--- config.mk ---
export PLATFORM = sky130hd
export DESIGN_NAME = rf_write_arbiter_flat
export DESIGN_NICKNAME = d
export VERILOG_FILES = /design/src/rtl/rf_write_arbiter_if.sv /design/src/rtl/rf_write_arbiter.sv /design/src/flat_wrapper.sv
export SDC_FILE = /design/constraint.sdc
export NUM_CORES = 1
export LEC_CHECK = 0
export CAP_MARGIN = 10
export CELL_PAD_IN_SITES_DETAIL_PLACEMENT = 1
export CELL_PAD_IN_SITES_GLOBAL_PLACEMENT = 1
export CORE_UTILIZATION = 27
export CTS_CLUSTER_DIAMETER = 60
export DETAILED_ROUTE_END_ITERATION = 16
export PLACE_DENSITY = 0.8
export RECOVER_POWER = 25
export SLEW_MARGIN = 10
export SYNTH_ARGS = -nofsm -noshare
export SYNTH_HDL_FRONTEND = slang
export SYNTH_SLANG_ARGS = --single-unit
--- constraint.sdc ---
create_clock -name clk -period 1.2 [get_ports clk]
set_input_delay 0.12 -clock clk [delete_from_list [all_inputs] [get_ports clk]]
set_output_delay 0.12 -clock clk [all_outputs]
set_load 0.01 [all_outputs]
--- src/rtl/rf_write_arbiter_if.sv ---
// Write-port bundle between the write clients, the arbiter and the 16x16 RegisterFile.
// The master modport is the client/testbench side; the slave modport is the arbiter.
interface rf_write_arbiter_if #(
  parameter int NUM_REQ = 2,
  parameter int ADDR_W  = 4,
  parameter int DATA_W  = 16
);
  logic                      clear_req;
  logic                      clear_busy;
  logic [NUM_REQ-1:0]        req_valid;
  logic [NUM_REQ*ADDR_W-1:0] req_addr;
  logic [NUM_REQ*DATA_W-1:0] req_data;
  logic [NUM_REQ-1:0]        req_ready;
  logic                      rf_regwrite;
  logic [ADDR_W-1:0]         rf_wa;
  logic [DATA_W-1:0]         rf_wd;

  modport master (
    output clear_req, req_valid, req_addr, req_data,
    input  clear_busy, req_ready, rf_regwrite, rf_wa, rf_wd
  );

  modport slave (
    input  clear_req, req_valid, req_addr, req_data,
    output clear_busy, req_ready, rf_regwrite, rf_wa, rf_wd
  );
endinterface

--- src/rtl/rf_write_arbiter.sv ---
// Round-robin arbiter for the single RegisterFile write port, with a zero-fill sweep after reset or on request.
// Optional per-client grant counters are enabled by defining RF_ARB_STAT_EN.
module rf_write_arbiter #(
  parameter int NUM_REQ = 2,
  parameter int ADDR_W  = 4,
  parameter int DATA_W  = 16
) (
  input  logic                 clk,
  input  logic                 rst,
  rf_write_arbiter_if.slave    bus
`ifdef RF_ARB_STAT_EN
  ,
  output logic [NUM_REQ*8-1:0] grant_cnt
`endif
);
  localparam int DEPTH = 2 ** ADDR_W;
  localparam int RR_W  = (NUM_REQ > 1) ? $clog2(NUM_REQ) : 1;

  typedef enum logic {CLR, ARB} state_t;

  state_t              r_state;
  logic [ADDR_W:0]     r_sweep_cnt;
  logic [RR_W-1:0]     r_rr_last;
  logic                r_regwrite;
  logic [ADDR_W-1:0]   r_wa;
  logic [DATA_W-1:0]   r_wd;
  logic                r_busy;

  logic [NUM_REQ-1:0]  w_grant;
  logic                w_found;
  logic                w_fire;
  logic [RR_W-1:0]     w_gidx;
  logic [ADDR_W-1:0]   w_sel_addr;
  logic [DATA_W-1:0]   w_sel_data;

  // Scan clients starting just after the last winner; first valid one wins.
  always_comb begin
    w_found = 1'b0;
    w_gidx  = '0;
    w_grant = '0;
    for (int k = 1; k <= NUM_REQ; k++) begin
      if (!w_found && bus.req_valid[(int'(r_rr_last) + k) % NUM_REQ]) begin
        w_found = 1'b1;
        w_gidx  = RR_W'((int'(r_rr_last) + k) % NUM_REQ);
      end
    end
    w_fire = (r_state == ARB) && !bus.clear_req && w_found;
    if (w_fire) w_grant[w_gidx] = 1'b1;
  end

  assign w_sel_addr = bus.req_addr[w_gidx*ADDR_W +: ADDR_W];
  assign w_sel_data = bus.req_data[w_gidx*DATA_W +: DATA_W];

  always_ff @(posedge clk) begin
    if (rst) begin
      r_state     <= CLR;
      r_sweep_cnt <= '0;
      r_rr_last   <= RR_W'(NUM_REQ - 1);
      r_regwrite  <= 1'b0;
      r_wa        <= '0;
      r_wd        <= '0;
      r_busy      <= 1'b1;
    end else begin
      case (r_state)
        CLR: begin
          r_regwrite <= 1'b1;
          r_wa       <= r_sweep_cnt[ADDR_W-1:0];
          r_wd       <= '0;
          r_busy     <= 1'b1;
          if (r_sweep_cnt == (ADDR_W+1)'(DEPTH - 1)) begin
            r_state     <= ARB;
            r_sweep_cnt <= '0;
          end else begin
            r_sweep_cnt <= r_sweep_cnt + 1'b1;
          end
        end
        ARB: begin
          r_busy <= 1'b0;
          if (bus.clear_req) begin
            r_state     <= CLR;
            r_sweep_cnt <= '0;
            r_regwrite  <= 1'b0;
            r_busy      <= 1'b1;
          end else if (w_fire) begin
            r_regwrite <= 1'b1;
            r_wa       <= w_sel_addr;
            r_wd       <= w_sel_data;
            r_rr_last  <= w_gidx;
          end else begin
            r_regwrite <= 1'b0;
          end
        end
        default: r_state <= CLR;
      endcase
    end
  end

  assign bus.req_ready   = w_grant;
  assign bus.rf_regwrite = r_regwrite;
  assign bus.rf_wa       = r_wa;
  assign bus.rf_wd       = r_wd;
  assign bus.clear_busy  = r_busy;

`ifdef RF_ARB_STAT_EN
  // Saturating per-client grant counters, zeroed on reset and whenever a sweep starts.
  for (genvar gi = 0; gi < NUM_REQ; gi++) begin : g_stat
    logic [7:0] r_cnt;
    always_ff @(posedge clk) begin
      if (rst || (r_state == ARB && bus.clear_req)) begin
        r_cnt <= '0;
      end else if (w_grant[gi] && r_cnt != 8'hFF) begin
        r_cnt <= r_cnt + 8'd1;
      end
    end
    assign grant_cnt[gi*8 +: 8] = r_cnt;
  end
`endif
endmodule

--- src/flat_wrapper.sv ---
// flat-port wrapper written by rule: the top's interface ports become plain ports
module rf_write_arbiter_flat 
#(
  parameter int NUM_REQ = 2,
  parameter int ADDR_W  = 4,
  parameter int DATA_W  = 16
)
  (clk, rst, bus_clear_req, bus_req_valid, bus_req_addr, bus_req_data, bus_clear_busy, bus_req_ready, bus_rf_regwrite, bus_rf_wa, bus_rf_wd);
  rf_write_arbiter_if #(.NUM_REQ(NUM_REQ), .ADDR_W(ADDR_W), .DATA_W(DATA_W)) bus_i ();
  input  logic clk;
  input  logic rst;
  input wire logic [$bits(bus_i.clear_req)-1:0] bus_clear_req;
  input wire logic [$bits(bus_i.req_valid)-1:0] bus_req_valid;
  input wire logic [$bits(bus_i.req_addr)-1:0] bus_req_addr;
  input wire logic [$bits(bus_i.req_data)-1:0] bus_req_data;
  output wire logic [$bits(bus_i.clear_busy)-1:0] bus_clear_busy;
  output wire logic [$bits(bus_i.req_ready)-1:0] bus_req_ready;
  output wire logic [$bits(bus_i.rf_regwrite)-1:0] bus_rf_regwrite;
  output wire logic [$bits(bus_i.rf_wa)-1:0] bus_rf_wa;
  output wire logic [$bits(bus_i.rf_wd)-1:0] bus_rf_wd;
  assign bus_i.clear_req = bus_clear_req;
  assign bus_i.req_valid = bus_req_valid;
  assign bus_i.req_addr = bus_req_addr;
  assign bus_i.req_data = bus_req_data;
  assign bus_clear_busy = bus_i.clear_busy;
  assign bus_req_ready = bus_i.req_ready;
  assign bus_rf_regwrite = bus_i.rf_regwrite;
  assign bus_rf_wa = bus_i.rf_wa;
  assign bus_rf_wd = bus_i.rf_wd;
  rf_write_arbiter #(.NUM_REQ(NUM_REQ), .ADDR_W(ADDR_W), .DATA_W(DATA_W)) u_core (.clk(clk), .rst(rst), .bus(bus_i));
endmodule
After elaboration in Yosys (flattened, before gate mapping)
Cells that the tools add are included.

Bitwise gates (word level): 4. $lt $le $gt $ge: 4. Div/mod/pow operators: 0. Add/sub/neg operators: 3. Muxes and demuxes: 30. Shift operators: 2. Eq/ne operators: 4. Multiply operators: 0. Reductions and logical operators: 8.

Operator list (number): $mux 16 (2); $pmux 16 s2 (1); $shiftx 32x6->16 (1); $mux 1 (16); $mux 5 (2); $pmux 5 s2 (1); $mux 4 (2); $pmux 4 s2 (1); $shiftx 8x4->4 (1); $lt 2x3->1 const B (2); $ne 2x2->1 const B (3); $pmux 1 s2 (3); $add 5x1->5 const B (1); $eq 5x4->1 const B (1); $logic_and 1x1->1 (4); $reduce_and 3->1 (1); $add 1x1->1 const B (2); $and 1x1->1 const A (2); $logic_not 1->1 (2); $lt 1x2->1 const B (1); $mux 2 (1); $not 1->1 (2); $reduce_and 2->1 (1); $demux 1 s1 (1); $ge 1x1->1 const B (1).

Register bits: 29. Logic and storage cells: 62. Memory bits (read-only): 0. RAM bits: 0. Input port bits: 45. Memories kept: 0. Latch bits: 0.

Logic depth before layout (Yosys ltp)
Gate-level depths: netlist of run 1.

Depth in word-level cells: 14. Mapped depth: 7. Depth with buffers taken out: 4.

Worst setup path before layout of run 1
No wires, ideal clock.

Path kind: reg-to-reg. Start: reg u_core.r_rr_last. End: reg u_core.r_wd[10], in the netlist u_core.bus.rf_wd[10]. Library setup time: 0.130 ns. Clock period less this slack: 1.215 ns. Stages on the path, launching flop included: 7. Arrival: 1.086 ns. Setup slack: -0.015 ns. Data required time: 1.070 ns. Buffers on the path: 2. Cell sequence: dfxtp_1 nand2b_1 buf_4 buf_6 a22oi_1 a2bb2oi_2 nor2_2.

Longest elaborated chain between the ends: 12.

Ends and longest elaborated chain: from (decl) (line rf_write_arbiter.sv:23) `logic [RR_W-1:0] r_rr_last;`; from (signal assigned) (line rf_write_arbiter.sv:58) `r_rr_last <= RR_W'(NUM_REQ - 1);`; from (signal assigned) (line rf_write_arbiter.sv:88) `r_rr_last <= w_gidx;`; $add 1x1->1 (line rf_write_arbiter.sv:42, rf_write_arbiter.sv:44); $mux 1 (not written as such) (3 in series) (line rf_write_arbiter.sv:42) `if (!w_found && bus.req_valid[(int'(r_rr_last) + k) % NUM_REQ]) begin`; $mux 1 (line rf_write_arbiter.sv:42); $logic_not 1->1 (line rf_write_arbiter.sv:42); $logic_and 1x1->1 (line rf_write_arbiter.sv:42); $mux 1 (line rf_write_arbiter.sv:42); $shiftx 32x6->16 (line rf_write_arbiter.sv:52) `assign w_sel_data = bus.req_data[w_gidx*DATA_W +: DATA_W];`; $mux 16 (line rf_write_arbiter.sv:84) `end else if (w_fire) begin`; $mux 16 (line rf_write_arbiter.sv:79) `if (bus.clear_req) begin`; $pmux 16 s2 (line rf_write_arbiter.sv:64) `case (r_state)`; to (signal assigned) (line rf_write_arbiter.sv:87) `r_wd <= w_sel_data;`; to (decl) (line rf_write_arbiter.sv:26) `logic [DATA_W-1:0] r_wd;`.

Several ways; a longest one is shown, not always the timed one. The select of a mux whose other input is x is not followed. A chain may end at the register's enable or synchronous reset.

Worst setup path after layout of run 1
Start: reg u_core.r_rr_last. End: reg u_core.r_wd[3], in the netlist u_core.bus.rf_wd[3].

The elaborated chain is that of the path after synthesis.

==> results of run 1 <==
==> placed cells by master (no fill, tap or decap), types with 2 or more instances in the layout <==
cell type        instances
a22oi_2                 16
a2bb2oi_1                2
a2bb2oi_2               14
a31oi_1                  6
and2_4                   2
buf_4                   16
buf_6                    9
buf_8                    2
clkbuf_8                 7
clkdlybuf4s50_1         41
dfxtp_1                 24
dfxtp_2                  4
dlygate4sd2_1           25
mux2i_1                  5
nand2_1                  3
nand2b_4                 2
nor2_1                  13
nor2_2                   9
nor2b_1                  6
o21ai_1                 14
o21ai_2                  2
o22ai_1                  4
==> state kept, by name, summed over array words and instances, names as in the netlist <==
register,count
u_core.bus.clear_busy,1
u_core.bus.rf_regwrite,1
u_core.bus.rf_wa,4
u_core.bus.rf_wd,16
u_core.r_rr_last,1
u_core.r_state,1
u_core.r_sweep_cnt,5
==> worst max-delay path: stages, from the launching register on <==
cell,delay (ps)
dfxtp_2,340
buf_6,120
nand2b_4,150
buf_6,150
a22oi_2,160
a2bb2oi_2,170
nor2_1,60
==> power groups by stage <==
stage | logic [mW] | clock network (mW) | registers, mW
4_1_cts | 0.403 | 0.927 | 0.989
3_3_place_gp | 0.369 | 0 | 1.01
2_1_floorplan | 0.153 | 0 | 1.01
6_report | 0.432 | 0.911 | 0.994
3_5_place_dp | 0.374 | 0 | 1.01
5_1_grt | 0.463 | 0.975 | 0.994
==> kinds of logic (layout without fill, tap and decap cells) <==
family | after synthesis | in the layout | share of synthesized area, %
and+or+nand+nor | 42 | 42 | 14.4
DFF | 29 | 29 | 37.6
AOI/OAI and AO/OA | 66 | 66 | 34.9
adders and majority gates | 1 | 1 | 0.810
muxes | 5 | 5 | 3.24
buffers and inverters | 17 | 105 | 8.99
==> metal layers <==
layer | vias up | share of wire (%) | track usage (%)
met1 | 798 | 41 | 19.7
met3 | 6 | 3.1 | 4.82
li1 | 769 | - | -
met5 | - | 0 | 0
met2 | 35 | 54 | 33.0
met4 | 0 | 1.1 | 5.28
==> repair_timing <==
item / 4_1_cts / 5_1_grt
gates cloned: 1 / 1
setup endpoints to repair: 46 / 26
pin swaps: 12 / 14
buffers inserted: 3 / 3
resized for setup: 72 / 19
==> metrics by stage <==
stage | setup slack, ps | hold slack, ps
floorplan | -3.83 | 290
global placement | -507 | 424
detailed placement | -554 | 446
CTS | -23.3 | 411
global route | -94.1 | 453
finish | -58.9 | 427
==> final timing paths <==
path | start | to | slack [ps]
max | u_core.r_rr_last$_SDFFE_PP1P_ | u_core.bus.rf_wd[3]$_SDFFE_PP0P_ | -60
min | bus_clear_req | u_core.r_sweep_cnt[4]$_SDFFE_PP0P_ | 430
max reg2reg | u_core.r_rr_last$_SDFFE_PP1P_ | u_core.bus.rf_wd[3]$_SDFFE_PP0P_ | -60
min reg2reg | u_core.r_sweep_cnt[4]$_SDFFE_PP0P_ | u_core.r_sweep_cnt[4]$_SDFFE_PP0P_ | 470
==> cell type report <==
class                      count  area (sq um)  area share (%)
inverter                       1          3.75           0.138
clock inverter                 1          5.00           0.185
sequential                    29           589            21.7
clock buffer                   7          96.3            3.55
tap                           72          90.1            3.32
timing repair buffer          96           931            34.3
multi-input combinational    114           997            36.8
==> metrics, run 1 <==
status complete, but fails checks; violated checks negative setup slack; Die Y 77.6 um; worst min path class in2reg; CTS Root Cell clkbuf_8; worst-case clock buffer depth 2; area leader, netlist dfxtp_1; main area contributors after synthesis dfxtp_1 38%, a2bb2oi_2 8.8%, a22oi_1 8.3%, o21ai_1 4.5%, buf_6 4.4%; Syn Area/Cell 9.65 sq um; Clock Sinks 29; Pleak 1.09 nW; internal power 1.76 mW; TritonCTS Buffers 5; hold depth 5; Post-synth EDFFs 0; Setup crit end kind flop; Max Cap Viol 0; crit path kind reg2reg; Reg power frac 42.5%; first-pass GRT wire length 8.31 mm; Clk Latency, worst-skew pair 280 ps; pins over their slew limit 0; Gate Count Post-Synth 160; total congestion overflow 0; initial antenna violation count 0; initial cell density of the core 28.0%; Pwr Total 2.34 mW; Synth async-reset ratio 0%; Yosys warnings 0; post-route cell area 0.00271 sq mm; IO buf count 68; post-synth top area share 37.6%; Comb power frac 18.5%; die width 77.6 um; synth unique cells 34; switching share of power 24.6%; post-route ant nets 0; flops & latches, synth 29; Final nets 293; Iter 0 DRT Violations 66; top post-synthesis cells by count 29 x dfxtp_1, 17 x a22oi_1, 14 x o21ai_1; total wire length 5.56 mm; share of cells above drive strength 1 38.7%; Rows 27; VDD IR max 455 uV; CTS tree yes; syn_nets 206; r2r worst-path depth 6; # fillers 630; CP max FO 7; Min Clock Period, post-route 1260 ps; Core Area 0.00551 sq mm; Max Clock Freq 794 MHz; Non-Filler Instances 320; count leader, synth dfxtp_1; drt pass-1 iters 4; main flop type after synthesis dfxtp_1; Clock Skew 6.20 ps; unrepaired setup endpoints after global routing yes; Worst Tran Pin Value 306 ps; Avg WL per Cell 17.4 um; n_diodes 0; All-Layer GR Usage 17.9%; Remaining DRCs 0; Psw 576 uW; largest net degree at the start of global routing 22; IO Pins 69; clock power share 39.0%; Power per Cell Area 862 mW/mm^2; Seq/Total Area, Yosys 37.6%; final cycle utilization of the critical path 105%; Placement Cell Area 0.00233 sq mm; vias per cell 5.03; final setup TNS -329 ps; hold buffers post-CTS 0; placed cells 304; Area growth syn-to-layout 75.7%; Crit path required time 1380 ps; Relative slew margins 79.6%; routability cong. 0.780; Final Hold Fails 0; Arr. time, crit path 1440 ps; Final setup viols 15; Core Util, Final 49.3%; final worst-path setup slack -58.9 ps; number of global-route vias before repair 1655; Die ar. 0.00602 sq mm; startpoint types flop; H-Tree Level Count 2; CTS clk-pin slew, worst paths 70 ps; mapped cell area 0.00154 sq mm; total number of vias 1608; HPWL after DPL 3.52 mm
(Power assumes the default switching activity.)
==> run 2: changes to the inputs <==
--- a/config.mk
+++ b/config.mk
@@ -5,6 +5,7 @@
 export SDC_FILE = /design/constraint.sdc
 export NUM_CORES = 1
 export LEC_CHECK = 0
+export ABC_CLOCK_PERIOD_IN_PS = 1200
 export CAP_MARGIN = 10
 export CELL_PAD_IN_SITES_DETAIL_PLACEMENT = 1
 export CELL_PAD_IN_SITES_GLOBAL_PLACEMENT = 1
==> results of run 2 <==
The final DEF is identical to that of run 1; final timing and power are the same.
==> run 3: changes to the inputs <==
--- a/config.mk
+++ b/config.mk
@@ -9,10 +9,11 @@
 export CAP_MARGIN = 10
 export CELL_PAD_IN_SITES_DETAIL_PLACEMENT = 1
 export CELL_PAD_IN_SITES_GLOBAL_PLACEMENT = 1
-export CORE_UTILIZATION = 27
+export CORE_UTILIZATION = 28
+export CTS_BUF_LIST = sky130_fd_sc_hd__clkbuf_4 sky130_fd_sc_hd__clkbuf_8
 export CTS_CLUSTER_DIAMETER = 60
 export DETAILED_ROUTE_END_ITERATION = 16
-export PLACE_DENSITY = 0.8
+export PLACE_DENSITY = 0.83
 export RECOVER_POWER = 25
 export SLEW_MARGIN = 10
 export SYNTH_ARGS = -nofsm -noshare
==> run 3 against run 2 <==
  * The run still ends with negative setup slack left
  * Hold slack worse by 14 ps
  * Sequential power about the same
  * Design area down 2.7%
  * Clock-buffer cell count unchanged
  * Total power down 3.2%
  * Die area down 3.5%
  * Cell count down 2.8%
  * Fmax up 0.46%
  * Global-route usage up 1.4 points
  * Sequential cell count unchanged
==> metrics, run 3 (synthesized netlist as in run 1, its figures left out) <==
pre-CTS setup slack -522 ps (was -554 ps); IO buf count 68 (unchanged); Final Hold Fails 0 (unchanged); Clock Sinks 29 (unchanged); Crit path required time 1380 ps (about the same); Power per Cell Area 857 mW/mm^2 (was 862 mW/mm^2); internal power 1.72 mW (was 1.76 mW); Setup crit end kind flop (unchanged); Relative slew margins 80.1% (was 79.6%); commonest cells after routing, fill and taps aside 41 x clkdlybuf4s50_1, 25 x dlygate4sd2_1, 25 x dfxtp_1 (was 41 x clkdlybuf4s50_1, 25 x dlygate4sd2_1, 24 x dfxtp_1); Psw 545 uW (was 576 uW); first-pass GRT wire length 8.88 mm (was 8.31 mm); Pleak 1.04 nW (was 1.09 nW); most common cell after layout, fill and taps aside clkdlybuf4s50_1 (unchanged); # fillers 601 (was 630); unrepaired setup endpoints after global routing yes (unchanged); status complete, but fails checks (unchanged); Min Clock Period, post-route 1250 ps (was 1260 ps); post-route ant nets 0 (unchanged); VDD IR max 589 uV (was 455 uV); routability cong. 0.718 (was 0.780); HPWL after DPL 3.68 mm (was 3.52 mm); startpoint types flop (unchanged); Avg WL per Cell 17.5 um (was 17.4 um); Worst Tran Pin Value 299 ps (was 306 ps); die width 76.3 um (was 77.6 um); Clk Latency, worst-skew pair 280 ps (about the same); initial antenna violation count 0 (unchanged); max reg flops 16 (unchanged); vias per cell 5.05 (was 5.03); clock power share 37.3% (was 39.0%); crit path kind reg2reg (unchanged); total number of vias 1569 (was 1608); hold buffers post-CTS 0 (unchanged); Core Util, Final 50.7% (was 49.3%); initial cell density of the core 29.7% (was 28.0%); WHS 414 ps (was 427 ps); placed cells 301 (was 304); Clock Skew 3.36 ps (was 6.20 ps); total congestion overflow 0 (unchanged); Die ar. 0.00581 sq mm (was 0.00602 sq mm); worst min path class in2reg (unchanged); H-Tree Level Count 2 (unchanged); final worst-path setup slack -53.2 ps (was -58.9 ps); Max Cap Viol 0 (unchanged); Final setup viols 12 (was 15); Rows 26 (was 27); Comb power frac 18.8% (was 18.5%); CP max FO 5 (was 7); Die Y 76.3 um (was 77.6 um); Non-Filler Instances 311 (was 320); largest net degree at the start of global routing 22 (unchanged); Area growth syn-to-layout 71.0% (was 75.7%); share of cells above drive strength 1 36.9% (was 38.7%); drt pass-1 iters 4 (unchanged); Reg2Reg Setup Slack -50 ps (was -60 ps); Max Clock Freq 798 MHz (was 794 MHz); violated checks negative setup slack (unchanged); worst-case clock buffer depth 2 (unchanged); All-Layer GR Usage 19.2% (was 17.9%); Arr. time, crit path 1430 ps (was 1440 ps); final cycle utilization of the critical path 104% (was 105%); n_diodes 0 (unchanged); CTS tree yes (unchanged); pins over their slew limit 0 (unchanged); CTS Root Cell clkbuf_8 (unchanged); Reg power frac 44.0% (was 42.5%); total wire length 5.45 mm (was 5.56 mm); IO Pins 69 (unchanged); Final nets 287 (was 293); Remaining DRCs 0 (unchanged); switching share of power 24.1% (was 24.6%); TritonCTS Buffers 5 (unchanged); CTS clk-pin slew, worst paths 60 ps (was 70 ps); Iter 0 DRT Violations 53 (was 66); number of global-route vias before repair 1732 (was 1655); Core Area 0.00520 sq mm (was 0.00551 sq mm)
run 3: what timing repair did:
action,CTS,global route
setup endpoints to repair,48,26
buffers inserted,0,2
gates resized for setup,66,18
pin swaps,12,8
cloned,1,0
run 3: routing by layer:
| metal | wire length, um | vias up | track usage (%) | share of wire (%) |
|---|---|---|---|---|
| met5 | 0 | - | 0 | 0 |
| met4 | 53 | 0 | 6.15 | 0.97 |
| met3 | 268 | 6 | 4.79 | 4.9 |
| met2 | 2850 | 43 | 35.2 | 52 |
| met1 | 2280 | 765 | 21.6 | 42 |
| li1 | - | 755 | - | - |
run 3: cell type report:
type	count	area, sq um	area share (%)
well taps	70	87.6	3.32
repair buffers	90	866	32.8
flip-flops and latches	29	586	22.2
inverters	1	3.75	0.142
multi-input cells	114	1010	38.2
clock buffers	7	90.1	3.41
run 3: power by group through the flow:
stage | clock network (mW) | registers, mW | logic (mW)
after floorplan | 0 | 1.01 | 0.153
after global placement | 0 | 1.01 | 0.370
after detailed placement | 0 | 1.01 | 0.377
after CTS | 0.861 | 0.990 | 0.403
after global routing | 0.910 | 0.996 | 0.450
final | 0.843 | 0.995 | 0.424
run 3: per-stage QoR:
step	total power [mW]	setup TNS, ps	instance area, sq um
floorplan	1.17	-27.5	1540
global placement	1.38	-10230	2330
detailed placement	1.39	-11090	2330
CTS	2.25	-92.9	2540
global route	2.36	-1030	2640
finish	2.26	-252	2640
run 3: final timing paths:
check / startpoint / endpoint / cells past startpoint
min: bus_clear_req / u_core.r_state$_SDFF_PP0_ / 4
min reg2reg: u_core.r_sweep_cnt[4]$_SDFFE_PP0P_ / u_core.r_sweep_cnt[4]$_SDFFE_PP0P_ / 2
max reg2reg: u_core.r_rr_last$_SDFFE_PP1P_ / u_core.bus.rf_wd[9]$_SDFFE_PP0P_ / 6
max: u_core.r_rr_last$_SDFFE_PP1P_ / u_core.bus.rf_wd[9]$_SDFFE_PP0P_ / 6
run 3: worst max-delay path: stages (launching register included):
cell and delay, ps:
dfxtp_2 340, buf_6 120, nand2b_4 160, buf_6 150
a22oi_2 160, a2bb2oi_2 170, nor2_2 40
